**src/rtl/eth_pkg.sv**
```systemverilog
// Shared Ethernet definitions: framer states, GMII transmit payload, CRC-32 constants and helpers.
package eth_pkg;

    typedef enum logic [2:0] {
        IDLE,
        PRE,
        SFD,
        DATA,
        PAD,
        FCS,
        IFG,
        DRAIN
    } tx_state_e;

    typedef struct packed {
        logic [7:0] txd;
        logic       en;
        logic       er;
    } gmii_tx_t;

    localparam logic [7:0]  ETH_PREAMBLE  = 8'h55;
    localparam logic [7:0]  ETH_SFD       = 8'hD5;
    localparam logic [31:0] CRC32_POLY_R  = 32'hEDB88320;
    localparam logic [31:0] CRC32_INIT    = 32'hFFFFFFFF;
    localparam logic [31:0] CRC32_RESIDUE = 32'hDEBB20E3;

    // One byte of reflected CRC-32, LSB first.
    function automatic logic [31:0] crc32_byte(input logic [31:0] crc, input logic [7:0] data);
        logic [31:0] c;
        c = crc ^ {24'h0, data};
        for (int i = 0; i < 8; i++) begin
            c = c[0] ? ((c >> 1) ^ CRC32_POLY_R) : (c >> 1);
        end
        return c;
    endfunction

    // Register value after a frame and its FCS have both been folded in.
    function automatic logic crc32_residue_ok(input logic [31:0] crc);
        return crc == CRC32_RESIDUE;
    endfunction

endpackage

```
**src/rtl/crc32_d8.sv**
```systemverilog
// Registered byte-wide IEEE 802.3 CRC-32 engine; init wins over en.
module crc32_d8
    import eth_pkg::*;
(
    input  logic        clk,
    input  logic        reset_n,
    input  logic        init,
    input  logic        en,
    input  logic [7:0]  data,
    output logic [31:0] crc
);

    always_ff @(posedge clk or negedge reset_n) begin
        if (!reset_n) begin
            crc <= CRC32_INIT;
        end else if (init) begin
            crc <= CRC32_INIT;
        end else if (en) begin
            crc <= crc32_byte(crc, data);
        end
    end

endmodule

```
**src/rtl/gmii_tx_framer.sv**
```systemverilog
// Ethernet transmit framer: preamble/SFD, zero padding, FCS append, abort handling and inter-frame gap.
module gmii_tx_framer
    import eth_pkg::*;
#(
    parameter int unsigned PREAMBLE_LEN = 7,
    parameter int unsigned MIN_FRAME    = 60,
    parameter int unsigned MAX_FRAME    = 1514,
    parameter int unsigned IFG_LEN      = 12
) (
    input  logic       clk,
    input  logic       reset_n,
    input  logic [7:0] in_data,
    input  logic       in_valid,
    input  logic       in_last,
    output logic       in_ready,
    output logic [7:0] txd,
    output logic       tx_en,
    output logic       tx_er,
    output logic       frame_done,
    output logic       underrun,
    output logic       oversize
);

    localparam int unsigned BCNT_W = $clog2(MAX_FRAME + 2);
    localparam int unsigned PH_MAX = (PREAMBLE_LEN > IFG_LEN) ? PREAMBLE_LEN : IFG_LEN;
    localparam int unsigned CNT_W  = $clog2(PH_MAX + 4);

    localparam logic [BCNT_W-1:0] MIN_CNT  = BCNT_W'(MIN_FRAME);
    localparam logic [BCNT_W-1:0] MAX_CNT  = BCNT_W'(MAX_FRAME);
    localparam logic [CNT_W-1:0]  PRE_LAST = CNT_W'(PREAMBLE_LEN - 1);
    // The final gap cycle is spent in IDLE, so IFG itself lasts one cycle less.
    localparam logic [CNT_W-1:0]  IFG_LAST = CNT_W'(IFG_LEN - 2);
    localparam logic [CNT_W-1:0]  FCS_LAST = CNT_W'(3);

    tx_state_e         state_q, state_d;
    logic [BCNT_W-1:0] byte_cnt_q, byte_cnt_d;
    logic [CNT_W-1:0]  cnt_q, cnt_d;
    gmii_tx_t          gmii_q, gmii_d;
    logic              done_d, underrun_d, oversize_d;

    logic              crc_init, crc_en;
    logic [7:0]        crc_data;
    logic [31:0]       crc;
    logic [31:0]       fcs;

    crc32_d8 u_crc (
        .clk     (clk),
        .reset_n (reset_n),
        .init    (crc_init),
        .en      (crc_en),
        .data    (crc_data),
        .crc     (crc)
    );

    assign fcs = ~crc;

    // State, counters and pin registers.
    always_ff @(posedge clk or negedge reset_n) begin
        if (!reset_n) begin
            state_q    <= IDLE;
            byte_cnt_q <= '0;
            cnt_q      <= '0;
            gmii_q     <= '0;
            frame_done <= 1'b0;
            underrun   <= 1'b0;
            oversize   <= 1'b0;
        end else begin
            state_q    <= state_d;
            byte_cnt_q <= byte_cnt_d;
            cnt_q      <= cnt_d;
            gmii_q     <= gmii_d;
            frame_done <= done_d;
            underrun   <= underrun_d;
            oversize   <= oversize_d;
        end
    end

    // Next state and the values each state puts on the pins one cycle later.
    always_comb begin
        state_d    = state_q;
        byte_cnt_d = byte_cnt_q;
        cnt_d      = cnt_q;
        gmii_d     = '0;
        done_d     = 1'b0;
        underrun_d = 1'b0;
        oversize_d = 1'b0;
        crc_init   = 1'b0;
        crc_en     = 1'b0;
        crc_data   = in_data;
        in_ready   = 1'b0;

        case (state_q)
            IDLE: begin
                crc_init   = 1'b1;
                byte_cnt_d = '0;
                cnt_d      = '0;
                if (in_valid) begin
                    state_d = PRE;
                end
            end
            PRE: begin
                gmii_d = '{txd: ETH_PREAMBLE, en: 1'b1, er: 1'b0};
                if (cnt_q == PRE_LAST) begin
                    cnt_d   = '0;
                    state_d = SFD;
                end else begin
                    cnt_d = cnt_q + CNT_W'(1);
                end
            end
            SFD: begin
                gmii_d  = '{txd: ETH_SFD, en: 1'b1, er: 1'b0};
                cnt_d   = '0;
                state_d = DATA;
            end
            DATA: begin
                in_ready = 1'b1;
                if (!in_valid) begin
                    gmii_d     = '{txd: 8'h00, en: 1'b1, er: 1'b1};
                    underrun_d = 1'b1;
                    state_d    = DRAIN;
                end else if (byte_cnt_q == MAX_CNT) begin
                    // An oversize byte carrying in_last needs no draining.
                    gmii_d     = '{txd: 8'h00, en: 1'b1, er: 1'b1};
                    oversize_d = 1'b1;
                    cnt_d      = '0;
                    state_d    = in_last ? IFG : DRAIN;
                end else begin
                    gmii_d     = '{txd: in_data, en: 1'b1, er: 1'b0};
                    crc_en     = 1'b1;
                    byte_cnt_d = byte_cnt_q + BCNT_W'(1);
                    if (in_last) begin
                        cnt_d   = '0;
                        state_d = (byte_cnt_d < MIN_CNT) ? PAD : FCS;
                    end
                end
            end
            PAD: begin
                gmii_d     = '{txd: 8'h00, en: 1'b1, er: 1'b0};
                crc_en     = 1'b1;
                crc_data   = 8'h00;
                byte_cnt_d = byte_cnt_q + BCNT_W'(1);
                if (byte_cnt_q == MIN_CNT - BCNT_W'(1)) begin
                    cnt_d   = '0;
                    state_d = FCS;
                end
            end
            FCS: begin
                gmii_d = '{txd: fcs[{cnt_q[1:0], 3'b000} +: 8], en: 1'b1, er: 1'b0};
                if (cnt_q == FCS_LAST) begin
                    done_d  = 1'b1;
                    cnt_d   = '0;
                    state_d = IFG;
                end else begin
                    cnt_d = cnt_q + CNT_W'(1);
                end
            end
            IFG: begin
                if (cnt_q == IFG_LAST) begin
                    cnt_d   = '0;
                    state_d = IDLE;
                end else begin
                    cnt_d = cnt_q + CNT_W'(1);
                end
            end
            DRAIN: begin
                in_ready = 1'b1;
                if (in_valid && in_last) begin
                    cnt_d   = '0;
                    state_d = IFG;
                end
            end
            default: begin
                state_d = IDLE;
            end
        endcase
    end

    assign txd   = gmii_q.txd;
    assign tx_en = gmii_q.en;
    assign tx_er = gmii_q.er;

endmodule

```
**config.mk**
```make
export PLATFORM = sky130hd
export DESIGN_NAME = gmii_tx_framer
export DESIGN_NICKNAME = d
export VERILOG_FILES = /design/src/rtl/eth_pkg.sv /design/src/rtl/crc32_d8.sv /design/src/rtl/gmii_tx_framer.sv
export SDC_FILE = /design/constraint.sdc
export NUM_CORES = 1
export LEC_CHECK = 0
export BUFFER_PORTS_ARGS = -buffer_cell sky130_fd_sc_hd__buf_2
export CAP_MARGIN = 15
export CORE_MARGIN = 2
export CORE_UTILIZATION = 41
export CTS_CLUSTER_SIZE = 14
export DETAILED_ROUTE_END_ITERATION = 8
export GPL_TIMING_DRIVEN = 0
export PLACE_DENSITY = 0.58
export SLEW_MARGIN = 30
export SYNTH_ARGS = -nofsm -noshare
export SYNTH_HDL_FRONTEND = slang
export SYNTH_SLANG_ARGS = --single-unit
```
**constraint.sdc**
```tcl
create_clock -name clk -period 2.8 [get_ports clk]
set_input_delay 0.14 -clock clk [delete_from_list [all_inputs] [get_ports clk]]
set_output_delay 0.14 -clock clk [all_outputs]
set_load 0.005 [all_outputs]
```
Word level (Yosys, flattened, before mapping)
Index checks and enable logic that the tools add are counted.
- bits in registers: 63
- add/subtract/negate cells: 2
- $lt $le $gt $ge: 1
- equal/unequal tests: 22
- shifts and indexed selects: 1
- muxes and demuxes: 50
- bitwise logic cells: 10
- reductions and logical operators: 9
- operator list (kind ; number):
    2-to-1 mux 32 bit ; 10
    NOT 13 -> 14 bit ; 8
    one-hot mux 10 bit (5 select lines) ; 1
    one-hot mux 11 bit (3 select lines) ; 1
    2-to-1 mux 4 bit ; 8
    NOT 32 bit ; 1
    indexed part select 32 x 6 -> 8 bit ; 1
    bitwise XOR 32 x 8 -> 32 bit ; 1
    one-hot mux 4 bit (7 select lines) ; 1
    2-to-1 mux 3 bit ; 9
    one-hot mux 3 bit (8 select lines) ; 1
    2-to-1 mux 11 bit ; 2
    2-to-1 mux 10 bit ; 2
    inequality test 2 bit, second input constant ; 8
    2-to-1 mux 1 bit ; 13
    equality test 3 bit, second input constant ; 4
    adder 11 x 1 -> 11 bit, second input constant ; 1
    equality test 11 bit, second input constant ; 1
    equality test 11 x 6 -> 1 bit, second input constant ; 1
    < comparator 11 x 6 -> 1 bit, second input constant ; 1
    2-to-1 mux 8 bit ; 1
    AND reduction 7 bit ; 1
    equality test 3 x 2 -> 1 bit, second input constant ; 2
    adder 4 x 1 -> 4 bit, second input constant ; 1
    other kinds (14) ; 15

Longest topological paths before layout
- depth after elaboration: 21
- mapped depth: 10
- gate-level depth less buffers: 8

Hierarchy
From an unflattened synthesis, not the netlist that was laid out.
- cell total of the unflattened synthesis: 398
- area total of the unflattened synthesis: 4088.9 um^2
- by module, submodules not included (module ; times used ; cells an instance ; area each (um^2) ; sequential area each (um^2)):
    crc32_d8 ; 1 ; 192 ; 2078.2 ; 840.8
    gmii_tx_framer ; 1 ; 206 ; 2010.7 ; 775.7

Least setup slack after synthesis
OpenSTA, ideal clock, no wires.
- path type: reg2reg
- from: register state_q[1]
- to: register u_crc.crc[21]
- setup time: 0.077 ns
- data arrival time: 2.221 ns
- path slack: 0.502 ns
- cell stages (with the launch flop): 8
- path buffers: 1
- period minus slack after synthesis: 2.298 ns
- cell sequence: dfrtp_1 or3b_1 buf_6 a221oi_4 xnor2_2 xnor3_2 xor2_1 a31oi_1
- cells in the longest elaborated chain, start to end: 17
- RTL lines (item ; RTL line ; text):
    from (decl) ; gmii_tx_framer.sv:35 ; tx_state_e state_q, state_d;
    from (signal assigned) ; gmii_tx_framer.sv:68 ; state_q <= state_d;
    equality test 3 bit ; gmii_tx_framer.sv:92 ; case (state_q)
    2-to-1 mux 8 bit ; gmii_tx_framer.sv:92 ;
    bitwise XOR 32 x 8 -> 32 bit ; eth_pkg.sv:30 ; c = crc ^ {24'h0, data};
    2-to-1 mux 32 bit (2 in series) ; eth_pkg.sv:32 ; c = c[0] ? ((c >> 1) ^ CRC32_POLY_R) : (c >> 1);
    NOT 13 -> 14 bit (no source line) ; n/a ;
    2-to-1 mux 32 bit (2 in series) ; eth_pkg.sv:32 ;
    NOT 13 -> 14 bit (no source line) ; n/a ;
    2-to-1 mux 32 bit ; eth_pkg.sv:32 ;
    NOT 13 -> 14 bit (no source line) ; n/a ;
    2-to-1 mux 32 bit (2 in series) ; eth_pkg.sv:32 ;
    NOT 13 -> 14 bit (no source line) ; n/a ;
    2-to-1 mux 32 bit ; eth_pkg.sv:32 ;
    2-to-1 mux 32 bit ; crc32_d8.sv:18 ; end else if (en) begin
    2-to-1 mux 32 bit ; crc32_d8.sv:16 ; end else if (init) begin
    to (signal assigned) ; crc32_d8.sv:19 ; crc <= crc32_byte(crc, data);
    to (decl) ; crc32_d8.sv:10 ; output logic [31:0] crc
Parallel ways exist; a longest one is shown, timed or not. The select of a mux whose other input is x is not followed.
A chain may end at the register's enable or synchronous reset.

Worst setup path in the final report
Same ends and word-level chain as after synthesis.

==> impl_metrics.tcl <==
set metrics [dict create \
    outcome "finished, final reports clean" \
    p_int_w 0.003710 \
    cts_tree "built" \
    cp.arrival_ns 2.84 \
    antenna_found_initial 0 \
    dp_slack_ns 0.06009 \
    seq_area_frac_synth 0.4086 \
    clkPwrFrac 0.125 \
    worst_slack_ns 0.2174 \
    drcViolationCount 0 \
    area_growth_pct 14.29 \
    met1Wirelength_um 5018 \
    htree_levels 3 \
    setup_violations 0 \
    final_cell_mix "nor2_1 (48), xnor2_1 (48), a21oi_1 (32), dfstp_2 (32), dfrtp_1 (31)" \
    track_usage 0.2124 \
    via_per_inst 5.311 \
    cap_violations 0 \
    min_period_ns 2.583 \
    synth_area_mm2 0.003956 \
    cts_buffers 9 \
    grt-ovfl-total 0 \
    hpwl_um 7013 \
    finalWeightedCongestion 0.8810 \
    final.setup.tns_ns 0 \
    syn_nets 417 \
    core-area_mm2 0.009284 \
    yosysUniqueCellTypes 51 \
    final_area_mm2 0.004522 \
    synthCells 401 \
    n_antenna_cell 0 \
    initial_core_util 0.4261 \
    slowest_delay_ns 0.56 \
    rows 35 \
    min_path_type "in2reg" \
    wire_per_inst_um 17.38 \
    drive_gt1_frac 0.2332 \
    peakVddDrop_mv 0.4716 \
    clk_pin_slew_ns 0.08 \
    final_nets 457 \
    final_util 0.4871 \
    wl_met3_um 351 \
    die_h_um 102.2 \
    first_pass_iters 4 \
    grt_pass1_vias 3052 \
    combPwrFrac 0.613 \
    drtAntennaViolNets 0 \
    cp-end-kind "flip-flop" \
    leakage_nw 1.827 \
    crit_chain "nor3b_2, nor2_1, xnor2_2, xnor3_2, xor2_1, a31oi_1" \
    async_reset_ff_frac 1.000 \
    power.share.switching 0.4334 \
    fin_crit_sh 0.9223 \
    ys_warn_count 0 \
    top_layer "met4" \
    grt_max_degree 34 \
    seq_power_share 0.262 \
    slew_headroom 0.4404 \
    drt-total-wl_um 9991 \
    clk_latency_ns 0.35 \
    port_buffers 25 \
    power.density_mw_per_mm2 1448 \
    hold_viol 0 \
    num-fill-cells 856 \
    critical_path_class "reg2reg" \
    fin_skew_ns 0.01454 \
    vias 3054 \
    io_pins 26 \
    slew_viol_final 0 \
    die_w_um 102.2 \
    synth_edf_count 0 \
    first_iter_violations 228 \
    synth_seq_cells 63 \
    grt_pass1_wl_um 16600 \
    fmax_ghz 0.3872 \
    synth.avg_cell_area_um2 9.866 \
    crit_fanout 8 \
    worstPathRequired_ns 3.06 \
    cts-root-buf "clkbuf_8" \
    crit_slowest_cell "nor3b_2" \
    tightest_slew_ns 0.8393 \
    clock_path_buffers 2 \
    routed-wl-met2_um 4456 \
    synth_flop_cell "dfstp_2" \
    crit_path_start_kind "flip-flop" \
    power_switching_w 0.002837 \
    die_area_mm2 0.01045 \
    rrSetupSlack_ns 0.22 \
    finalPower_w 0.006547 \
    rsz0062_at_grt "false" \
    clock_sinks 63 \
    dpl_cell_area_mm2 0.004265 \
]
-- power groups by stage --
stage / Clock [W] / Combinational (W) / Sequential, W
floorplan: 0 / 0.00312 / 0.00164
global placement: 0 / 0.00389 / 0.00171
detailed placement: 0 / 0.00390 / 0.00173
CTS: 0.000838 / 0.00393 / 0.00171
global route: 0.000886 / 0.00443 / 0.00176
finish: 0.000817 / 0.00401 / 0.00172
-- cells in the mapped netlist, types with 2 or more instances --
| library cell | instances | share of area |
|---|---|---|
| o22ai_1 | 3 | 0.0047 |
| dfrtp_1 | 31 | 0.20 |
| a221o_1 | 4 | 0.010 |
| a221oi_4 | 2 | 0.013 |
| dfstp_2 | 32 | 0.21 |
| inv_1 | 6 | 0.0057 |
| and3b_1 | 3 | 0.0066 |
| buf_2 | 4 | 0.0051 |
| xor2_1 | 28 | 0.062 |
| o21ai_0 | 22 | 0.028 |
| o211ai_1 | 2 | 0.0038 |
| mux4_2 | 8 | 0.046 |
| a21oi_1 | 32 | 0.040 |
| o31ai_1 | 3 | 0.0057 |
| and2_1 | 6 | 0.0095 |
| mux2i_1 | 2 | 0.0051 |
| nand2_1 | 26 | 0.025 |
| clkbuf_1 | 17 | 0.016 |
| ha_1 | 4 | 0.013 |
| xnor2_1 | 50 | 0.11 |
| nor3_1 | 6 | 0.0076 |
| a31oi_1 | 10 | 0.016 |
| and3_1 | 5 | 0.0079 |
| nor2_1 | 48 | 0.046 |
| xnor2_2 | 3 | 0.012 |
| nand4_1 | 4 | 0.0063 |
| or3_1 | 2 | 0.0032 |
| nor2b_1 | 10 | 0.016 |
| nand3_1 | 6 | 0.0076 |
-- path summary, 6_finish.rpt --
kind                       startpoint             to  depth (start not counted)
max                        state_q[1]  u_crc.crc[21]                          6
min                          in_valid       underrun                          2
max reg2reg                state_q[1]  u_crc.crc[21]                          6
min reg2reg                  cnt_q[3]     frame_done                          1
max in group asynchronous     reset_n  u_crc.crc[17]                          3
min in group asynchronous     reset_n       underrun                          2
-- sequential cells by signal, summed over array words and instances, names as in the netlist, named ones only --
register / cells
tx_er: 1
oversize: 1
underrun: 1
cnt_q: 4
frame_done: 1
state_q: 2
byte_cnt_q: 11
txd: 8
u_crc.crc: 32
tx_en: 1
-- metrics by stage --
| stage | hold slack [ns] | cells |
|---|---|---|
| floorplan | -0.1556 | 401 |
| global placement | 0.3941 | 555 |
| detailed placement | 0.1222 | 556 |
| CTS | 0.01646 | 573 |
| global route | 0.02664 | 575 |
| finish | 0.03670 | 575 |
-- layer usage --
metal | up-vias | track usage
met5 | - | 0
met4 | 0 | 0.08821
met3 | 12 | 0.02804
met2 | 72 | 0.3198
met1 | 1492 | 0.3087
li1 | 1478 | -
-- logic make-up (layout without fill, tap and decap cells) --
logic type                 Yosys count  in the layout  share of synthesized area
and+or+nand+nor                    122            122                     0.1490
adders and majority gates            4              4                    0.01265
buffers and inverters               28             73                    0.02973
AOI/OAI and AO/OA                   90             90                     0.1499
DFF                                 63             63                     0.4086
xor gates and xnor gates            83             83                     0.1967
muxes                               11             11                    0.05345
-- critical path: cells and delay by family (launching register included) --
family | cells | cell delay [ns]
xor+xnor | 3 | 1.13
flops | 1 | 0.43
simple gates | 2 | 0.75
compound gates | 1 | 0.18
-- final cells by class --
type | instances | area, um^2 | area share
Clock buffer | 12 | 155.1 | 0.03431
Multi-Input combinational cell | 310 | 2242 | 0.4958
Buffer | 22 | 106.4 | 0.02352
Timing Repair Buffer | 29 | 172.7 | 0.03818
Clock inverter | 4 | 45.04 | 0.009961
Sequential cell | 63 | 1617 | 0.3575
Inverter | 6 | 22.52 | 0.004981
Tap cell | 129 | 161.4 | 0.03569
-- repair_timing --
item / in CTS / in global routing
hold buffers: 1 / 0
gates resized for setup: 0 / 14
setup endpoints to repair: 0 / 33
setup buffers: 0 / 2
hold endpoints to repair: 21 / 0
Note: power is estimated with default switching activity, not from simulation.
